$ cat src/rtl/i2c_pkg.sv
// Shared FSM encoding, default limits and width helpers for the I2C request arbiter.
package i2c_pkg;

  typedef enum logic [2:0] {
    S_IDLE  = 3'd0,
    S_ISSUE = 3'd1,
    S_WAIT  = 3'd2,
    S_GAP   = 3'd3,
    S_DONE  = 3'd4
  } state_t;

  localparam int DEF_NREQ      = 3;
  localparam int DEF_MAX_RETRY = 2;
  localparam int DEF_TIMEOUT   = 63;

  // Counter width able to hold 0..limit; never narrower than one bit.
  function automatic int cnt_w(input int limit);
    return (limit < 1) ? 1 : $clog2(limit + 1);
  endfunction

endpackage

$ cat src/rtl/i2c_arb_if.sv
// Requester and PHY signal bundle of the arbiter; slave is the arbiter side.
interface i2c_arb_if import i2c_pkg::*; #(parameter int NREQ = DEF_NREQ);

  logic [NREQ-1:0]    req;
  logic [NREQ-1:0]    req_wr;
  logic [8*NREQ-1:0]  req_addr;
  logic [16*NREQ-1:0] req_wdata;
  logic [NREQ-1:0]    done;
  logic               rsp_ack;
  logic               rsp_tmo;
  logic [15:0]        rsp_rdata;
  logic               busy;
  logic               phy_go;
  logic               phy_wr;
  logic [7:0]         phy_addr;
  logic [15:0]        phy_wdata;
  logic               phy_finish;
  logic               phy_ack;
  logic [15:0]        phy_rdata;

  modport slave (
    input  req, req_wr, req_addr, req_wdata, phy_finish, phy_ack, phy_rdata,
    output done, rsp_ack, rsp_tmo, rsp_rdata, busy, phy_go, phy_wr, phy_addr, phy_wdata
  );

  modport master (
    output req, req_wr, req_addr, req_wdata, phy_finish, phy_ack, phy_rdata,
    input  done, rsp_ack, rsp_tmo, rsp_rdata, busy, phy_go, phy_wr, phy_addr, phy_wdata
  );

endinterface

$ cat src/rtl/rr_pick.sv
// Combinational round-robin picker: first set req bit scanning from ptr+1 modulo NREQ.
module rr_pick import i2c_pkg::*; #(
  parameter int NREQ = DEF_NREQ
) (
  input  logic [NREQ-1:0]         req,
  input  logic [$clog2(NREQ)-1:0] ptr,
  output logic                    valid,
  output logic [$clog2(NREQ)-1:0] index
);

  localparam int IW = $clog2(NREQ);

  logic [IW:0]   w_sum;
  logic [IW-1:0] w_cand;

  // Scan farthest-first so the candidate nearest ptr+1 is the last one written.
  always_comb begin
    valid  = 1'b0;
    index  = '0;
    w_sum  = '0;
    w_cand = '0;
    for (int k = NREQ; k >= 1; k--) begin
      w_sum = {1'b0, ptr} + (IW+1)'(k);
      if (w_sum >= (IW+1)'(NREQ)) w_sum = w_sum - (IW+1)'(NREQ);
      w_cand = w_sum[IW-1:0];
      if (req[w_cand]) begin
        valid = 1'b1;
        index = w_cand;
      end
    end
  end

endmodule

$ cat src/rtl/i2c_arb.sv
// Round-robin arbiter sharing one I2C PHY; retries NACKed transfers and aborts stalled ones.
// states: IDLE pick | ISSUE raise go | WAIT finish/timeout | GAP go low 1 cycle | DONE pulse done
module i2c_arb import i2c_pkg::*; #(
  parameter int NREQ      = DEF_NREQ,
  parameter int MAX_RETRY = DEF_MAX_RETRY,
  parameter int TIMEOUT   = DEF_TIMEOUT
) (
  input logic      clk,
  input logic      rst,
  i2c_arb_if.slave bus
);

  localparam int IW = $clog2(NREQ);
  localparam int RW = cnt_w(MAX_RETRY);
  localparam int TW = cnt_w(TIMEOUT);

  state_t        r_state, w_state_nx;
  logic [IW-1:0] r_ptr, r_idx, w_pick;
  logic          w_valid;
  logic          r_wr;
  logic [7:0]    r_addr;
  logic [15:0]   r_wdata;
  logic [RW-1:0] r_retry;
  logic [TW-1:0] r_tmo_cnt, w_tmo_nx;
  logic          r_ack, r_tmo;
  logic [15:0]   r_rdata;
  logic          w_retry_max, w_tmo_hit, w_in_done;
  logic [7:0]    w_pick_addr;
  logic [15:0]   w_pick_wdata;

  rr_pick #(.NREQ(NREQ)) u_pick (
    .req   (bus.req),
    .ptr   (r_ptr),
    .valid (w_valid),
    .index (w_pick)
  );

  assign w_pick_addr  = 8'(bus.req_addr >> {w_pick, 3'b000});
  assign w_pick_wdata = 16'(bus.req_wdata >> {w_pick, 4'b0000});
  assign w_retry_max  = (r_retry == RW'(MAX_RETRY));
  assign w_tmo_nx     = (r_tmo_cnt == TW'(TIMEOUT)) ? r_tmo_cnt : r_tmo_cnt + TW'(1);
  assign w_tmo_hit    = (w_tmo_nx == TW'(TIMEOUT));

  always_comb begin
    w_state_nx = r_state;
    unique case (r_state)
      S_IDLE:  if (w_valid) w_state_nx = S_ISSUE;
      S_ISSUE: w_state_nx = S_WAIT;
      // A finish on the same cycle as the timeout limit wins over the timeout.
      S_WAIT: begin
        if (bus.phy_finish) begin
          w_state_nx = (bus.phy_ack || w_retry_max) ? S_DONE : S_GAP;
        end else if (w_tmo_hit) begin
          w_state_nx = S_DONE;
        end
      end
      S_GAP:   w_state_nx = S_ISSUE;
      S_DONE:  w_state_nx = S_IDLE;
      default: w_state_nx = S_IDLE;
    endcase
  end

  always_ff @(posedge clk) begin
    if (rst) begin
      r_state   <= S_IDLE;
      r_ptr     <= IW'(NREQ - 1);
      r_idx     <= '0;
      r_wr      <= 1'b0;
      r_addr    <= '0;
      r_wdata   <= '0;
      r_retry   <= '0;
      r_tmo_cnt <= '0;
      r_ack     <= 1'b0;
      r_tmo     <= 1'b0;
      r_rdata   <= '0;
    end else begin
      r_state <= w_state_nx;
      case (r_state)
        S_IDLE: begin
          if (w_valid) begin
            r_idx     <= w_pick;
            r_wr      <= bus.req_wr[w_pick];
            r_addr    <= w_pick_addr;
            r_wdata   <= w_pick_wdata;
            r_retry   <= '0;
            r_tmo_cnt <= '0;
          end
        end
        S_WAIT: begin
          if (bus.phy_finish) begin
            if (bus.phy_ack || w_retry_max) begin
              r_ack   <= bus.phy_ack;
              r_tmo   <= 1'b0;
              r_rdata <= bus.phy_rdata;
            end else begin
              r_retry   <= r_retry + RW'(1);
              r_tmo_cnt <= '0;
            end
          end else begin
            r_tmo_cnt <= w_tmo_nx;
            if (w_tmo_hit) begin
              r_ack   <= 1'b0;
              r_tmo   <= 1'b1;
              r_rdata <= '0;
            end
          end
        end
        S_DONE:  r_ptr <= r_idx;
        default: ;
      endcase
    end
  end

  assign w_in_done     = (r_state == S_DONE);
  assign bus.phy_go    = (r_state == S_ISSUE) || (r_state == S_WAIT);
  assign bus.busy      = (r_state != S_IDLE);
  assign bus.phy_wr    = r_wr;
  assign bus.phy_addr  = r_addr;
  assign bus.phy_wdata = r_wdata;
  assign bus.done      = w_in_done ? (NREQ'(1) << r_idx) : '0;
  assign bus.rsp_ack   = w_in_done & r_ack;
  assign bus.rsp_tmo   = w_in_done & r_tmo;
  assign bus.rsp_rdata = w_in_done ? r_rdata : '0;

endmodule
$ cat src/flat_wrapper.sv
// flat-port wrapper written by rule: the top's interface ports become plain ports
module i2c_arb_flat import i2c_pkg::*;
#(
  parameter int NREQ      = DEF_NREQ,
  parameter int MAX_RETRY = DEF_MAX_RETRY,
  parameter int TIMEOUT   = DEF_TIMEOUT
)
  (clk, rst, bus_req, bus_req_wr, bus_req_addr, bus_req_wdata, bus_phy_finish, bus_phy_ack, bus_phy_rdata, bus_done, bus_rsp_ack, bus_rsp_tmo, bus_rsp_rdata, bus_busy, bus_phy_go, bus_phy_wr, bus_phy_addr, bus_phy_wdata);
  i2c_arb_if #(.NREQ(NREQ)) bus_i ();
  input logic clk;
  input logic rst;
  input wire logic [$bits(bus_i.req)-1:0] bus_req;
  input wire logic [$bits(bus_i.req_wr)-1:0] bus_req_wr;
  input wire logic [$bits(bus_i.req_addr)-1:0] bus_req_addr;
  input wire logic [$bits(bus_i.req_wdata)-1:0] bus_req_wdata;
  input wire logic [$bits(bus_i.phy_finish)-1:0] bus_phy_finish;
  input wire logic [$bits(bus_i.phy_ack)-1:0] bus_phy_ack;
  input wire logic [$bits(bus_i.phy_rdata)-1:0] bus_phy_rdata;
  output wire logic [$bits(bus_i.done)-1:0] bus_done;
  output wire logic [$bits(bus_i.rsp_ack)-1:0] bus_rsp_ack;
  output wire logic [$bits(bus_i.rsp_tmo)-1:0] bus_rsp_tmo;
  output wire logic [$bits(bus_i.rsp_rdata)-1:0] bus_rsp_rdata;
  output wire logic [$bits(bus_i.busy)-1:0] bus_busy;
  output wire logic [$bits(bus_i.phy_go)-1:0] bus_phy_go;
  output wire logic [$bits(bus_i.phy_wr)-1:0] bus_phy_wr;
  output wire logic [$bits(bus_i.phy_addr)-1:0] bus_phy_addr;
  output wire logic [$bits(bus_i.phy_wdata)-1:0] bus_phy_wdata;
  assign bus_i.req = bus_req;
  assign bus_i.req_wr = bus_req_wr;
  assign bus_i.req_addr = bus_req_addr;
  assign bus_i.req_wdata = bus_req_wdata;
  assign bus_i.phy_finish = bus_phy_finish;
  assign bus_i.phy_ack = bus_phy_ack;
  assign bus_i.phy_rdata = bus_phy_rdata;
  assign bus_done = bus_i.done;
  assign bus_rsp_ack = bus_i.rsp_ack;
  assign bus_rsp_tmo = bus_i.rsp_tmo;
  assign bus_rsp_rdata = bus_i.rsp_rdata;
  assign bus_busy = bus_i.busy;
  assign bus_phy_go = bus_i.phy_go;
  assign bus_phy_wr = bus_i.phy_wr;
  assign bus_phy_addr = bus_i.phy_addr;
  assign bus_phy_wdata = bus_i.phy_wdata;
  i2c_arb #(.NREQ(NREQ), .MAX_RETRY(MAX_RETRY), .TIMEOUT(TIMEOUT)) u_core (.clk(clk), .rst(rst), .bus(bus_i));
endmodule
$ cat config.mk
export PLATFORM = sky130hd
export DESIGN_NAME = i2c_arb_flat
export DESIGN_NICKNAME = d
export VERILOG_FILES = /design/src/rtl/i2c_pkg.sv /design/src/rtl/i2c_arb_if.sv /design/src/rtl/rr_pick.sv /design/src/rtl/i2c_arb.sv /design/src/flat_wrapper.sv
export SDC_FILE = /design/constraint.sdc
export NUM_CORES = 1
export LEC_CHECK = 0
export CORE_MARGIN = 2
export CORE_UTILIZATION = 25
export CTS_BUF_LIST = sky130_fd_sc_hd__clkbuf_16
export DETAILED_ROUTE_END_ITERATION = 7
export MAX_ROUTING_LAYER = met4
export SYNTH_ARGS = -nofsm -noshare
export SYNTH_HDL_FRONTEND = slang
export SYNTH_SLANG_ARGS = --single-unit
$ cat constraint.sdc
create_clock -name clk -period 2.2 [get_ports clk]
set_clock_uncertainty 0.1 [all_clocks]
set_input_delay 0.66 -clock clk [delete_from_list [all_inputs] [get_ports clk]]
set_output_delay 0.66 -clock clk [all_outputs]
set_load 0.05 [all_outputs]
==> metrics, run 1 <==
Final Hold Viols=0; PD cells=between 600 and 700 nW/um^2; commonest register cell after synthesis=dfxtp_1; sequential area share after synthesis=around 33%; crit-path max FO=6; Final Slew Violations=0; DR pass1 iterations=6; Slew headroom=approximately three quarters; gr usage total=17.3%; # diodes=0; critical path's largest stage delay=between 0.3 and 0.4 ns; Cell variety after synth=61; clock sink total=between 50 and 60; RSZ-0062 raised after global routing=yes; CTS Hold Buffers Added=0; later-pin clock latency in the skew report=between 0.3 and 0.4 ns; Final nets=around 700; drt initial violations=between 200 and 300; initial antenna violation count=0; IO Count=roughly 150; clock slew at reported path FFs=about 0.050 ns; CP cell instances=inv_4, ha_4, mux2i_4, o21ai_2, o31ai_4, buf_6, and2b_4, clkbuf_16, a32o_1; Crit Path Class=reg -> reg; Max Root-Sink Buffers=2; DR vias/cell=~5.2; leakage=2.46 nW; post-synthesis net count=approximately 520; overall power=3.94 mW; share of layout cells above drive strength 1=36.6%; antenna violation net count after detailed routing=0; post-synthesis register bit count=58; Die H=roughly 120 microns; GPL Wtd Cong=0.795; yosys warns=0; Cell Rows=43; slew at the pin with the worst max-slew slack=just under 0.4 ns; number of global-route vias before repair=between 3,000 and 4,000; area delta synth->final=81.6%; aggregate routed wire length=around 13,000 microns; Initial Util=roughly a quarter; H-tree levels=3; FFs w/ async S/R, synth=0%; port bufs=between 100 and 150; total negative setup slack=0 ns; Tmin final=between 2 and 2.5 ns; Max Freq=roughly 460 MHz; CTS Root Cell=clkbuf_16; first-pass GRT wire length=a little under 20,000 microns; GRT overflow=0; wire per inst=around 17 microns; Vias=between 4,000 and 5,000; Max Cap Viol=0; run status=complete, no violations; peak supply drop=about 400 uV; final routed DRC violation total=0; cell area after synthesis=3500 sq um; Critical Path RT=2.37 ns; number of synthesized flops with an enable pin=0; Die ar.=about 15,000 sq um; syn_area_per_cell=approximately 8.3 sq um; CTS tree=built; fin util=a little under half; cells after synthesis=420; Startpoint Class=flop; slowest library cell on the worst path=dfxtp_4; Finish-stage setup viols=0; FILL cells=1,337; fin crit share=99.4%; Hold Path Class=reg -> reg; Die Width=122 microns; TritonCTS Buffers=9; Worst setup EP type=flop; largest net degree at the start of global routing=50; Std-Cell Core Area=approximately 14,000 sq um; crit path DAT=approximately 2.4 ns; Final HPWL DP=8570 microns
[placed cells by master (no fill, tap or decap), types with 10 or more instances in the layout]
master           synthesis  routed
clkdlybuf4s50_1          0      93
buf_4                    1      61
nand3_1                 56      55
dfxtp_1                 58      53
buf_12                   0      32
o21ai_0                 29      27
or2_2                   27      26
a32o_1                  25      25
inv_1                   24      23
nand3b_1                19      19
and3_4                   0      18
nand2_1                 14      13
a21oi_1                 12      11
clkbuf_16                0      11
nor2_1                  13      10
o32ai_2                 10      10
buf_6                    4      10
[critical path, delay by kind of cell, from the launching register on]
| family | cells | cell delay (ns) |
|---|---|---|
| flip-flops | 1 | 0.36 |
| adder cells (fa/ha/maj) | 1 | 0.31 |
| multiplexers | 1 | 0.24 |
| buffers and inverters | 3 | 0.38 |
| AO/OA/AOI/OAI | 3 | 0.52 |
| AND/OR/NAND/NOR | 1 | 0.23 |
[registers in the layout, indices dropped and copies added, names as in the netlist]
register / cells
u_core.bus.phy_wdata: 16
u_core.r_rdata: 16
u_core.bus.phy_addr: 8
u_core.r_tmo_cnt: 6
u_core.r_state: 3
u_core.r_idx: 2
u_core.r_ptr: 2
u_core.r_retry: 2
u_core.bus.phy_wr: 1
u_core.r_ack: 1
u_core.r_tmo: 1
[power by group]
group	switching [mW]	internal, mW	total [mW]
clock	0.480	0.852	1.33
combinational	0.754	0.629	1.38
sequential	0.0771	1.15	1.23
total	1.31	2.63	3.94
[synth_stat cells (2+ instances only)]
cell	number	area (sq um)
dfxtp_1	58	1160
nand3_1	56	280
o21ai_0	29	145
or2_2	27	169
a32o_1	25	250
clkbuf_1	24	90.1
inv_1	24	90.1
nand3b_1	19	143
and3_1	18	113
nand2_1	14	52.6
nor2_1	13	48.8
a21oi_1	12	60.1
o32ai_2	10	163
buf_2	8	40.0
nor3_1	7	35.0
o32ai_1	6	52.6
ha_1	5	62.6
buf_6	4	45.0
nor2b_1	4	25.0
or3_1	4	25.0
and2_1	3	18.8
nand2b_1	3	18.8
a211oi_1	2	15.0
buf_1	2	7.51
nor3b_1	2	15.0
o21a_1	2	15.0
o21ai_1	2	10.0
o221ai_1	2	17.5
o22ai_1	2	12.5
o31ai_1	2	15.0
[metal layers]
metal / wire length (microns) / up-vias / share of wire, % / track usage, %
li1: - / 1914 / - / -
met1: 5500 / 1908 / 41 / 20.8
met2: 6300 / 189 / 47 / 27.7
met3: 1220 / 21 / 9.1 / 5.20
met4: 340 / 0 / 2.5 / 5.60
met5: 0 / - / 0 / -
[stage by stage]
step                area (sq um)  setup slack, ns  hold WS [ns]  instances
floorplan                   3550           0.0125         0.332        420
global placement            5620           -0.665         0.344        750
detailed placement          5620           -0.789         0.347        750
CTS                         6190          -0.0157         0.359        777
global route                6360          -0.0616         0.382        779
finish                      6360           0.0141         0.366        779
[final cells by class]
class	instances	area (sq um)	area share [%]
well taps	180	225	3.54
inverters	24	95.1	1.49
clock inverters	5	48.8	0.767
clock buffers	9	225	3.54
repair buffers	203	2230	35.1
flip-flops and latches	58	1170	18.4
multi-input cells	300	2360	37.1
[final timing paths]
| path | start | endpoint | slack, ns | cells past startpoint |
|---|---|---|---|---|
| min reg2reg | u_core.r_tmo | u_core.r_tmo | 0.37 | 2 |
| max | u_core.r_ptr[1] | u_core.bus.phy_wdata[13] | 0.01 | 9 |
| max reg2reg | u_core.r_ptr[1] | u_core.bus.phy_wdata[13] | 0.01 | 9 |
| min | u_core.r_tmo | u_core.r_tmo | 0.37 | 2 |
[kinds of logic after synthesis]
family / Yosys count / synth area share [%]
AND/OR/NAND/NOR: 181 / 29.8
AO/OA/AOI/OAI: 111 / 26.6
buffers and inverters: 63 / 8.00
flip-flops: 58 / 33.1
adder cells (fa/ha/maj): 5 / 1.79
XOR/XNOR: 1 / 0.464
multiplexers: 1 / 0.286
[timing repair]
item                                    in CTS  in global routing
resized for setup                           36                 48
endpoints found under the setup margin      55                 70
pin swaps                                    9                 36
setup buffers                                9                  3
gates cloned                                 4                  3
Note: power is estimated with default switching activity, not from simulation.
==> run 2, diff against run 1 <==
Settings changed: ABC_CLOCK_PERIOD_IN_PS set to 2200, PLACE_DENSITY set to 0.6.
==> results of run 2 <==
Final layout, timing and power as in run 1 (identical DEF).
